[src/rtl/regfile_pkg.sv]
// Shared definitions for the register-file write-enable sequencer.
// ZERO_REG_MASK_EN: when defined, index 0 is hardwired and the clear sweep starts at 1.
package regfile_pkg;

  typedef enum logic [1:0] {
    ST_IDLE  = 2'd0,
    ST_SWEEP = 2'd1,
    ST_DONE  = 2'd2
  } seq_state_e;

  localparam int DEFAULT_ADDR_W = 5;

`ifdef ZERO_REG_MASK_EN
  localparam int FIRST_IDX = 1;
`else
  localparam int FIRST_IDX = 0;
`endif

endpackage

[src/rtl/regfile_we_sequencer_onehot_dec.sv]
// Combinational binary-to-one-hot decoder, ADDR_W bits in, 2**ADDR_W enables out.
module onehot_dec #(
  parameter  int ADDR_W = 5,
  localparam int DEPTH  = 2 ** ADDR_W
) (
  input  logic [ADDR_W-1:0] bin,
  output logic [DEPTH-1:0]  onehot
);

  for (genvar gi = 0; gi < DEPTH; gi++) begin : g_dec
    assign onehot[gi] = (bin == ADDR_W'(gi));
  end

endmodule

[src/rtl/regfile_we_sequencer.sv]
// Registered address-to-write-enable decoder with a clear-sweep state machine.
// ZERO_REG_MASK_EN: when defined, we_out[0] is never asserted and the sweep skips index 0.
module regfile_we_sequencer
  import regfile_pkg::*;
#(
  parameter  int ADDR_W         = DEFAULT_ADDR_W,
  parameter  bit SWEEP_ON_RESET = 1'b1,
  localparam int DEPTH          = 2 ** ADDR_W
) (
  input  logic              clk,
  input  logic              reset,
  input  logic              we_in,
  input  logic [ADDR_W-1:0] addr,
  input  logic              clr_req,
  output logic              ready,
  output logic [DEPTH-1:0]  we_out,
  output logic [ADDR_W-1:0] sel_addr,
  output logic              zero_data,
  output logic              sweep_active,
  output logic              sweep_done
);

  localparam logic [ADDR_W-1:0] FIRST = ADDR_W'(FIRST_IDX);

  seq_state_e        state_q, state_d;
  logic [ADDR_W-1:0] idx_q, idx_d;
  logic [DEPTH-1:0]  we_out_q, we_out_d;
  logic [ADDR_W-1:0] sel_addr_q, sel_addr_d;
  logic              zero_data_q, zero_data_d;
  logic              sweep_done_q, sweep_done_d;

  logic [ADDR_W-1:0] dec_in;
  logic [DEPTH-1:0]  dec_out;
  logic [DEPTH-1:0]  dec_eff;

  // One decoder shared between the write path and the sweep walker.
  assign dec_in = (state_q == ST_SWEEP) ? idx_q : addr;

  onehot_dec #(.ADDR_W(ADDR_W)) u_dec (
    .bin    (dec_in),
    .onehot (dec_out)
  );

`ifdef ZERO_REG_MASK_EN
  assign dec_eff = {dec_out[DEPTH-1:1], 1'b0};
`else
  assign dec_eff = dec_out;
`endif

  always_comb begin
    state_d      = state_q;
    idx_d        = idx_q;
    we_out_d     = '0;
    sel_addr_d   = sel_addr_q;
    zero_data_d  = 1'b0;
    sweep_done_d = 1'b0;
    case (state_q)
      ST_IDLE: begin
        we_out_d   = we_in ? dec_eff : '0;
        sel_addr_d = addr;
        if (clr_req) begin
          state_d = ST_SWEEP;
          idx_d   = FIRST;
        end
      end
      ST_SWEEP: begin
        we_out_d    = dec_eff;
        sel_addr_d  = idx_q;
        zero_data_d = 1'b1;
        // Leave at the last index instead of wrapping the counter.
        if (&idx_q) state_d = ST_DONE;
        else        idx_d   = idx_q + 1'b1;
      end
      ST_DONE: begin
        sweep_done_d = 1'b1;
        state_d      = ST_IDLE;
      end
      default: state_d = ST_IDLE;
    endcase
  end

  always_ff @(posedge clk) begin
    if (reset) begin
      state_q      <= SWEEP_ON_RESET ? ST_SWEEP : ST_IDLE;
      idx_q        <= FIRST;
      we_out_q     <= '0;
      sel_addr_q   <= '0;
      zero_data_q  <= 1'b0;
      sweep_done_q <= 1'b0;
    end else begin
      state_q      <= state_d;
      idx_q        <= idx_d;
      we_out_q     <= we_out_d;
      sel_addr_q   <= sel_addr_d;
      zero_data_q  <= zero_data_d;
      sweep_done_q <= sweep_done_d;
    end
  end

  assign ready        = (state_q == ST_IDLE);
  assign sweep_active = (state_q != ST_IDLE);
  assign we_out       = we_out_q;
  assign sel_addr     = sel_addr_q;
  assign zero_data    = zero_data_q;
  assign sweep_done   = sweep_done_q;

endmodule

[config.mk]
export PLATFORM = sky130hd
export DESIGN_NAME = regfile_we_sequencer
export DESIGN_NICKNAME = d
export VERILOG_FILES = /design/src/rtl/regfile_pkg.sv /design/src/rtl/regfile_we_sequencer_onehot_dec.sv /design/src/rtl/regfile_we_sequencer.sv
export SDC_FILE = /design/constraint.sdc
export NUM_CORES = 1
export LEC_CHECK = 0
export CORE_ASPECT_RATIO = 1.4
export CORE_UTILIZATION = 31
export DETAILED_ROUTE_END_ITERATION = 10
export PLACE_DENSITY_LB_ADDON = 0.15
export SETUP_SLACK_MARGIN = 0.2
export SLEW_MARGIN = 0
export SYNTH_ARGS = -nofsm -noshare
export SYNTH_HDL_FRONTEND = slang
export SYNTH_SLANG_ARGS = --single-unit
[constraint.sdc]
create_clock -name clk -period 3.92 [get_ports clk]
set_clock_uncertainty 0.05 [all_clocks]
set_input_delay 0.588 -clock clk [delete_from_list [all_inputs] [get_ports clk]]
set_output_delay 0.588 -clock clk [all_outputs]
set_load 0.02 [all_outputs]
==> results of run 1 <==
-- synthesized netlist by cell type --
master,count,area share
sky130_fd_sc_hd__mux2i_1,4,0.022
sky130_fd_sc_hd__and4b_1,2,0.011
sky130_fd_sc_hd__inv_1,6,0.012
sky130_fd_sc_hd__o211ai_1,1,0.0041
sky130_fd_sc_hd__nand3b_4,1,0.011
sky130_fd_sc_hd__nor2b_1,3,0.010
sky130_fd_sc_hd__a21o_1,1,0.0041
sky130_fd_sc_hd__a31o_1,1,0.0047
sky130_fd_sc_hd__a211oi_1,2,0.0081
sky130_fd_sc_hd__nor4b_2,2,0.016
sky130_fd_sc_hd__a31oi_2,6,0.041
sky130_fd_sc_hd__nor3b_1,1,0.0041
sky130_fd_sc_hd__and4bb_2,1,0.0068
sky130_fd_sc_hd__nand2_1,5,0.010
sky130_fd_sc_hd__a31oi_4,2,0.023
sky130_fd_sc_hd__or2_2,1,0.0034
sky130_fd_sc_hd__nor2_1,8,0.016
sky130_fd_sc_hd__mux2_2,5,0.030
sky130_fd_sc_hd__buf_6,2,0.012
sky130_fd_sc_hd__clkbuf_1,2,0.0041
sky130_fd_sc_hd__and3_1,1,0.0034
sky130_fd_sc_hd__buf_2,3,0.0081
sky130_fd_sc_hd__nor4bb_1,3,0.016
sky130_fd_sc_hd__nor3_1,22,0.059
sky130_fd_sc_hd__and2_1,1,0.0034
sky130_fd_sc_hd__nor3_2,10,0.054
sky130_fd_sc_hd__o21bai_1,1,0.0041
sky130_fd_sc_hd__a31oi_1,3,0.010
sky130_fd_sc_hd__nand3b_1,1,0.0041
sky130_fd_sc_hd__buf_4,3,0.012
sky130_fd_sc_hd__a211o_4,1,0.0095
sky130_fd_sc_hd__dfxtp_1,46,0.50
sky130_fd_sc_hd__o21ai_0,2,0.0054
sky130_fd_sc_hd__a21oi_1,3,0.0081
sky130_fd_sc_hd__a221oi_1,1,0.0047
sky130_fd_sc_hd__nand2b_1,5,0.017
sky130_fd_sc_hd__nand3_1,6,0.016
sky130_fd_sc_hd__ha_1,2,0.014
-- layout make-up --
type	instances	area, sq um
fill	553	3160
sequential	46	921
multi-input combinational	108	841
timing repair buffer	51	505
tap	68	85.1
clock buffer	6	72.6
clock inverter	2	37.5
inverter	6	22.5
-- metrics by stage --
stage | util | instances | hold slack, ps | area, sq um | total power, W
floorplan | - | 170 | 438 | 1850 | 0.000550
detailed placement | 0.421 | 279 | 405 | 2370 | 0.000589
global placement | 0.421 | 279 | 408 | 2370 | 0.000588
global route | 0.440 | 287 | 435 | 2480 | 0.000967
CTS | 0.440 | 287 | 418 | 2480 | 0.000939
finish | 0.440 | 287 | 414 | 2480 | 0.000923
-- power breakdown --
| part | internal [W] | total (W) | switching [W] |
|---|---|---|---|
| sequential | 0.000476 | 0.000486 | 0.00000988 |
| combinational | 0.0000388 | 0.0000903 | 0.0000515 |
| clock | 0.000190 | 0.000347 | 0.000156 |
-- worst register-to-register path, stage by stage, from the launching register on --
cell and delay (ps):
sky130_fd_sc_hd__dfxtp_1 890, sky130_fd_sc_hd__nand2b_1 520, sky130_fd_sc_hd__a31oi_2 640, sky130_fd_sc_hd__nor3_1 130
-- registers in the layout (all words and copies together) (netlist names) --
name,count
we_out,32
sweep_done,1
state_q,2
idx_q,5
zero_data,1
sel_addr,5
-- layer usage --
metal,vias up,wire [um],GRT usage
met3,6,155,0.0305
li1,703,-,-
met4,0,73,0.0550
met1,651,1640,0.159
met2,40,2070,0.243
met5,-,0,0
-- kinds of logic after synthesis --
family,count (synthesis)
buf+inv,16
simple gates,73
flops,46
fa+ha+maj,2
mux,9
compound gates,24
-- worst min-delay path by stage --
| stage | start | end | slack (ps) | cells after the start |
|---|---|---|---|---|
| finish | sel_addr[4] | sel_addr[4] | 410 | 2 |
| global route | sel_addr[4] | sel_addr[4] | 440 | 2 |
| CTS | sel_addr[4] | sel_addr[4] | 420 | 2 |
| detailed placement | sel_addr[4] | sel_addr[4] | 400 | 2 |
| global placement | sel_addr[4] | sel_addr[4] | 410 | 2 |
| floorplan | idx_q[4] | idx_q[4] | 440 | 2 |
==> impl_summary.log, run 1 <==
[metrics] Syn Std Cell Area: 0.00185 sq mm
[metrics] Tcrit/Tclk final: 0.687
[metrics] detailed-placement wirelength estimate: 2820 um
[metrics] share of layout cells above drive strength 1: 0.174
[metrics] worst path required time: 3280 ps
[metrics] pwr dens: 371 mW/mm^2
[metrics] CP max stage delay: 890 ps
[metrics] adder-cell share of the synthesized area: 0.0135
[metrics] Core Box Area: 0.00565 sq mm
[metrics] number of standard-cell rows in the floorplan: 32
[metrics] capturing element of the worst setup path: sweep_active
[metrics] R2R setup slack: 1560 ps
[metrics] number of hold violations in the final report: 0
[metrics] drt initial violations: 67
[metrics] Fin Setup TNS: 0 ps
[metrics] count of vias placed by the detailed router: 1400
[metrics] number of diodes added for antenna fixing: 0
[metrics] total count of max-transition violations in the final report: 0
[metrics] Worst EP arrival: 2050 ps
[metrics] total setup buffers inserted after CTS: 0
[metrics] worst reg2reg endpoint: we_out[2]
[metrics] relative slew slack: 0.424
[metrics] Worst Setup SP: state_q[0]
[metrics] TritonCTS clock tree: done
[metrics] Reg clk slew, reported paths: 80 ps
[metrics] number of nets at the end of the flow: 229
[metrics] synthesized net count: 181
[metrics] signed area change from the synthesized netlist to the final layout: 34.2%
[metrics] Clk Latency, worst-skew pair: 290 ps
[metrics] height of the die: 93.5 um
[metrics] initial cell density of the core: 0.328
[metrics] warnings from Yosys: 0
[metrics] pin count of the biggest net entering global routing: 31
[metrics] synthesized area divided by synthesized cell count: 10.9 sq um
[metrics] RSZ-0062 raised after global routing: no
[metrics] # hold bufs at CTS: 0
[metrics] Worst path depth: 3
[metrics] clock tree sinks: 46
[metrics] crit-path max FO: 30
[metrics] number of port buffers: 49
[metrics] number of gates resized after cts: 0
[metrics] f_max: 371 MHz
[metrics] cells along the critical path: nor2_1 > inv_1 > clkdlybuf4s50_1
[metrics] wire length per cell: 13.7 um
[metrics] final global-route overflow total: 0
[metrics] Setup WS pre-CTS: 1530 ps
[metrics] wire length of the first global-routing pass: 6540 um
[metrics] peak ir drop on the vdd network: 0.144 mV
[metrics] register bit count reported by yosys: 46
[metrics] result of the run: finished, final reports clean
[metrics] total routed wirelength: 3940 um
[metrics] number of cells traversed by the worst register-to-register path: 3
[metrics] cells after synthesis: 170
[metrics] hold crit path type: register to register
[metrics] CTS Root Cell: sky130_fd_sc_hd__clkbuf_8
[metrics] Num CTS Buffers: 5
[metrics] simple-gate portion of the synthesized area: 0.262
[metrics] total iterations of the first detailed-routing run: 4
[metrics] htree depth: 2
[metrics] Worst Slack Setup Final: 1230 ps
[metrics] commonest non-fill, non-tap cells in the layout: 49 x sky130_fd_sc_hd__clkdlybuf4s50_1, 46 x sky130_fd_sc_hd__dfxtp_1, 22 x sky130_fd_sc_hd__nor3_1
[metrics] crit start category: register
[metrics] number of nets still failing antenna checks after routing: 0
[metrics] Die Area: 0.00629 sq mm
[metrics] number of placed I/O pins: 50
[metrics] number of maximum-capacitance constraint violations: 0
[metrics] CP Buf/Inv Count: 2
[metrics] launch point of the worst reg-to-reg path: state_q[0]
[metrics] count of unresolved DRC violations after routing: 0
[metrics] synthesized-area fraction occupied by ao, oa, aoi and oai cells: 0.126
[metrics] initial antenna violation count: 0
[metrics] minimum period implied by the final worst setup slack: 2690 ps
[metrics] setup violators final: 0
[metrics] GRT Resource Usage Total: 0.139
[metrics] register area share after synthesis: 0.497
[metrics] xor/xnor cell area share of the yosys netlist: 0
[metrics] startpoint-to-endpoint class of the critical path: register to primary output
[metrics] cell type of the slowest stage on the worst timing path: sky130_fd_sc_hd__dfxtp_1
[metrics] most frequent standard cell in the layout excluding fill and tap cells: sky130_fd_sc_hd__clkdlybuf4s50_1
[metrics] routed vias/inst: 4.88
[metrics] slew at the pin closest to its max-slew limit: 863 ps
[metrics] Worst path top cell family by delay: flip-flops
[metrics] Distinct cells, synth: 38
[metrics] maximum buffer depth of the clock tree: 2
[metrics] Routability Congestion: 0.741
[metrics] dominant combinational cell family by area after synthesis: simple AND/OR/NAND/NOR gates
[metrics] total leakage power: 0.855 nW
[metrics] via count of the first global-routing pass: 1308
[metrics] Horiz. Die Dim: 67.3 um
[metrics] mux share of post-synthesis cell area: 0.0520
[metrics] kind of capture point of the worst setup path: primary output
Note: power is estimated with default switching activity, not from simulation.
==> inputs of run 2 (changes only) <==
==> constraint.sdc (replaced) <==
create_clock -name clk -period 2.45 [get_ports clk]
set_clock_uncertainty 0.05 [all_clocks]
set_input_delay 0.3675 -clock clk [delete_from_list [all_inputs] [get_ports clk]]
set_output_delay 0.3675 -clock clk [all_outputs]
set_load 0.02 [all_outputs]
==> run 2 against run 1 <==
Effect of this change: global-route usage up 0.29 points; count of clock-buffer cells in the layout down 1; non-clock buffer count up 3; final area down 0.35%; clock power up 24%; sequential share of layout area up 0.13 points; utilization down 0.16 points.
==> impl_summary.log, run 2 (synthesis gave the netlist of run 1 again) <==
[metrics] Worst EP arrival: 2190 ps (+140 ps)
[metrics] height of the die: 93.5 um (unchanged)
[metrics] Reg clk slew, reported paths: 80 ps (about the same)
[metrics] total routed wirelength: 3880 um (-1.5%)
[metrics] Clk Latency, worst-skew pair: 290 ps (about the same)
[metrics] Routability Congestion: 0.808 (+9.0%)
[metrics] clock tree sinks: 46 (unchanged)
[metrics] Num CTS Buffers: 5 (unchanged)
[metrics] signed area change from the synthesized netlist to the final layout: 33.7%
[metrics] Fin Setup TNS: 0 ps (unchanged)
[metrics] wire length of the first global-routing pass: 6620 um (+1.3%)
[metrics] most frequent standard cell in the layout excluding fill and tap cells: sky130_fd_sc_hd__clkdlybuf4s50_1
[metrics] Setup WS pre-CTS: 445 ps (-1080 ps)
[metrics] share of layout cells above drive strength 1: 0.186 (+0.0120)
[metrics] initial antenna violation count: 0 (unchanged)
[metrics] # hold bufs at CTS: 0 (unchanged)
[metrics] crit start category: register
[metrics] Worst Setup SP: idx_q[0]
[metrics] pin count of the biggest net entering global routing: 24 (-23%)
[metrics] CTS Root Cell: sky130_fd_sc_hd__clkbuf_8
[metrics] maximum buffer depth of the clock tree: 2 (unchanged)
[metrics] kind of capture point of the worst setup path: register
[metrics] number of placed I/O pins: 50 (unchanged)
[metrics] pwr dens: 547 mW/mm^2 (+47%)
[metrics] wire length per cell: 13.4 um (-2.2%)
[metrics] relative slew slack: 0.631 (+0.207)
[metrics] RSZ-0062 raised after global routing: no
[metrics] drt initial violations: 49 (-27%)
[metrics] peak ir drop on the vdd network: 0.175 mV (+22%)
[metrics] final global-route overflow total: 0 (unchanged)
[metrics] number of port buffers: 49 (unchanged)
[metrics] worst path required time: 2590 ps (-690 ps)
[metrics] Worst Slack Setup Final: 395 ps (-833 ps)
[metrics] startpoint-to-endpoint class of the critical path: register to register
[metrics] post-route cell area: 0.00248 sq mm (-0.35%)
[metrics] final design utilization: 0.439 (-0.00155)
[metrics] cell type of the slowest stage on the worst timing path: sky130_fd_sc_hd__dfxtp_1
[metrics] number of diodes added for antenna fixing: 0 (unchanged)
[metrics] count of unresolved DRC violations after routing: 0 (unchanged)
[metrics] TritonCTS clock tree: done
[metrics] R2R setup slack: 400 ps (-1160 ps)
[metrics] origin of the worst min-delay path: sel_addr[4]
[metrics] count of vias placed by the detailed router: 1385 (-1.1%)
[metrics] CP Buf/Inv Count: 0 (-2)
[metrics] Area after DPL: 0.00240 sq mm (+0.95%)
[metrics] initial cell density of the core: 0.328 (unchanged)
[metrics] number of nets at the end of the flow: 232 (+1.3%)
[metrics] Horiz. Die Dim: 67.3 um (unchanged)
[metrics] total iterations of the first detailed-routing run: 4 (unchanged)
[metrics] launch point of the worst reg-to-reg path: idx_q[0]
[metrics] number of hold violations in the final report: 0 (unchanged)
[metrics] number of standard-cell rows in the floorplan: 32 (unchanged)
[metrics] non-filler instance count after layout: 289 (+0.70%)
[metrics] hold crit path type: register to register
[metrics] number of maximum-capacitance constraint violations: 0 (unchanged)
[metrics] htree depth: 2 (unchanged)
[metrics] total count of max-transition violations in the final report: 0 (unchanged)
[metrics] crit-path max FO: 10 (-67%)
[metrics] f_max: 487 MHz
[metrics] Die Area: 0.00629 sq mm (unchanged)
[metrics] via count of the first global-routing pass: 1341 (+2.5%)
[metrics] setup violators final: 0 (unchanged)
[metrics] total leakage power: 0.862 nW (+0.79%)
[metrics] max reg flops: 32 (unchanged)
[metrics] number of nets still failing antenna checks after routing: 0 (unchanged)
[metrics] commonest non-fill, non-tap cells in the layout: 49 x sky130_fd_sc_hd__clkdlybuf4s50_1, 46 x sky130_fd_sc_hd__dfxtp_1, 22 x sky130_fd_sc_hd__nor3_1
[metrics] total setup buffers inserted after CTS: 0 (unchanged)
[metrics] cells along the critical path: ha_1 > and3_1 > ha_1 > nand2b_1 > a211oi_1 > mux2_2
[metrics] Worst path top cell family by delay: adder cells
[metrics] Core Box Area: 0.00565 sq mm (unchanged)
[metrics] Tcrit/Tclk final: 0.839
[metrics] GRT Resource Usage Total: 0.142 (+0.00295)
[metrics] CP max stage delay: 400 ps (-490 ps)
[metrics] DP Cell Count: 282 (+1.1%)
[metrics] number of gates resized after cts: 0 (unchanged)
[metrics] critical path's most frequent cell: sky130_fd_sc_hd__ha_1
[metrics] routed vias/inst: 4.79 (-1.8%)
[metrics] slew at the pin closest to its max-slew limit: 552 ps (-311 ps)
[metrics] minimum period implied by the final worst setup slack: 2050 ps
[metrics] detailed-placement wirelength estimate: 2840 um (+0.67%)
[metrics] result of the run: finished, final reports clean
[run 2: path summary, 6_finish.rpt]
kind	to	cells past startpoint
worst max register to register	idx_q[3]	6
worst min register to register	sel_addr[4]	2
worst min-delay path	sel_addr[4]	2
worst max-delay path	idx_q[3]	6
[run 2: final cells by class]
| class | instances | area [sq um] |
|---|---|---|
| clock buffers | 5 | 68.8 |
| clock inverters | 2 | 10.0 |
| fillers | 574 | 3170 |
| inverters | 6 | 22.5 |
| multi-input cells | 108 | 841 |
| flip-flops and latches | 46 | 921 |
| well taps | 68 | 85.1 |
| repair buffers | 54 | 528 |
[run 2: power breakdown]
| part | switching (W) | leakage [nW] | internal [W] | total, W |
|---|---|---|---|---|
| registers | 0.0000157 | 0.373 | 0.000762 | 0.000778 |
| clock network | 0.000238 | 0.0438 | 0.000192 | 0.000430 |
| logic | 0.0000823 | 0.446 | 0.0000632 | 0.000145 |
[run 2: routing by layer]
metal | wire (um) | GRT usage | up-vias
met1 | 1620 | 0.162 | 625
met2 | 2010 | 0.243 | 40
li1 | - | - | 713
met4 | 71 | 0.0638 | 0
met3 | 168 | 0.0341 | 7
met5 | 0 | 0 | -
[run 2: worst register-to-register path: stages, from the launching register on]
cell                       delay [ps]
sky130_fd_sc_hd__dfxtp_1          400
sky130_fd_sc_hd__ha_1             260
sky130_fd_sc_hd__and3_1           190
sky130_fd_sc_hd__ha_1             250
sky130_fd_sc_hd__nand2b_1         180
sky130_fd_sc_hd__a211oi_1         250
sky130_fd_sc_hd__mux2_2           370
[run 2: per-stage QoR]
step / power [W] / hold slack (ps)
after global placement: 0.000942 / 400
after CTS: 0.00137 / 415
after floorplan: 0.000880 / 397
after global routing: 0.00142 / 435
after detailed placement: 0.000943 / 402
final: 0.00135 / 410
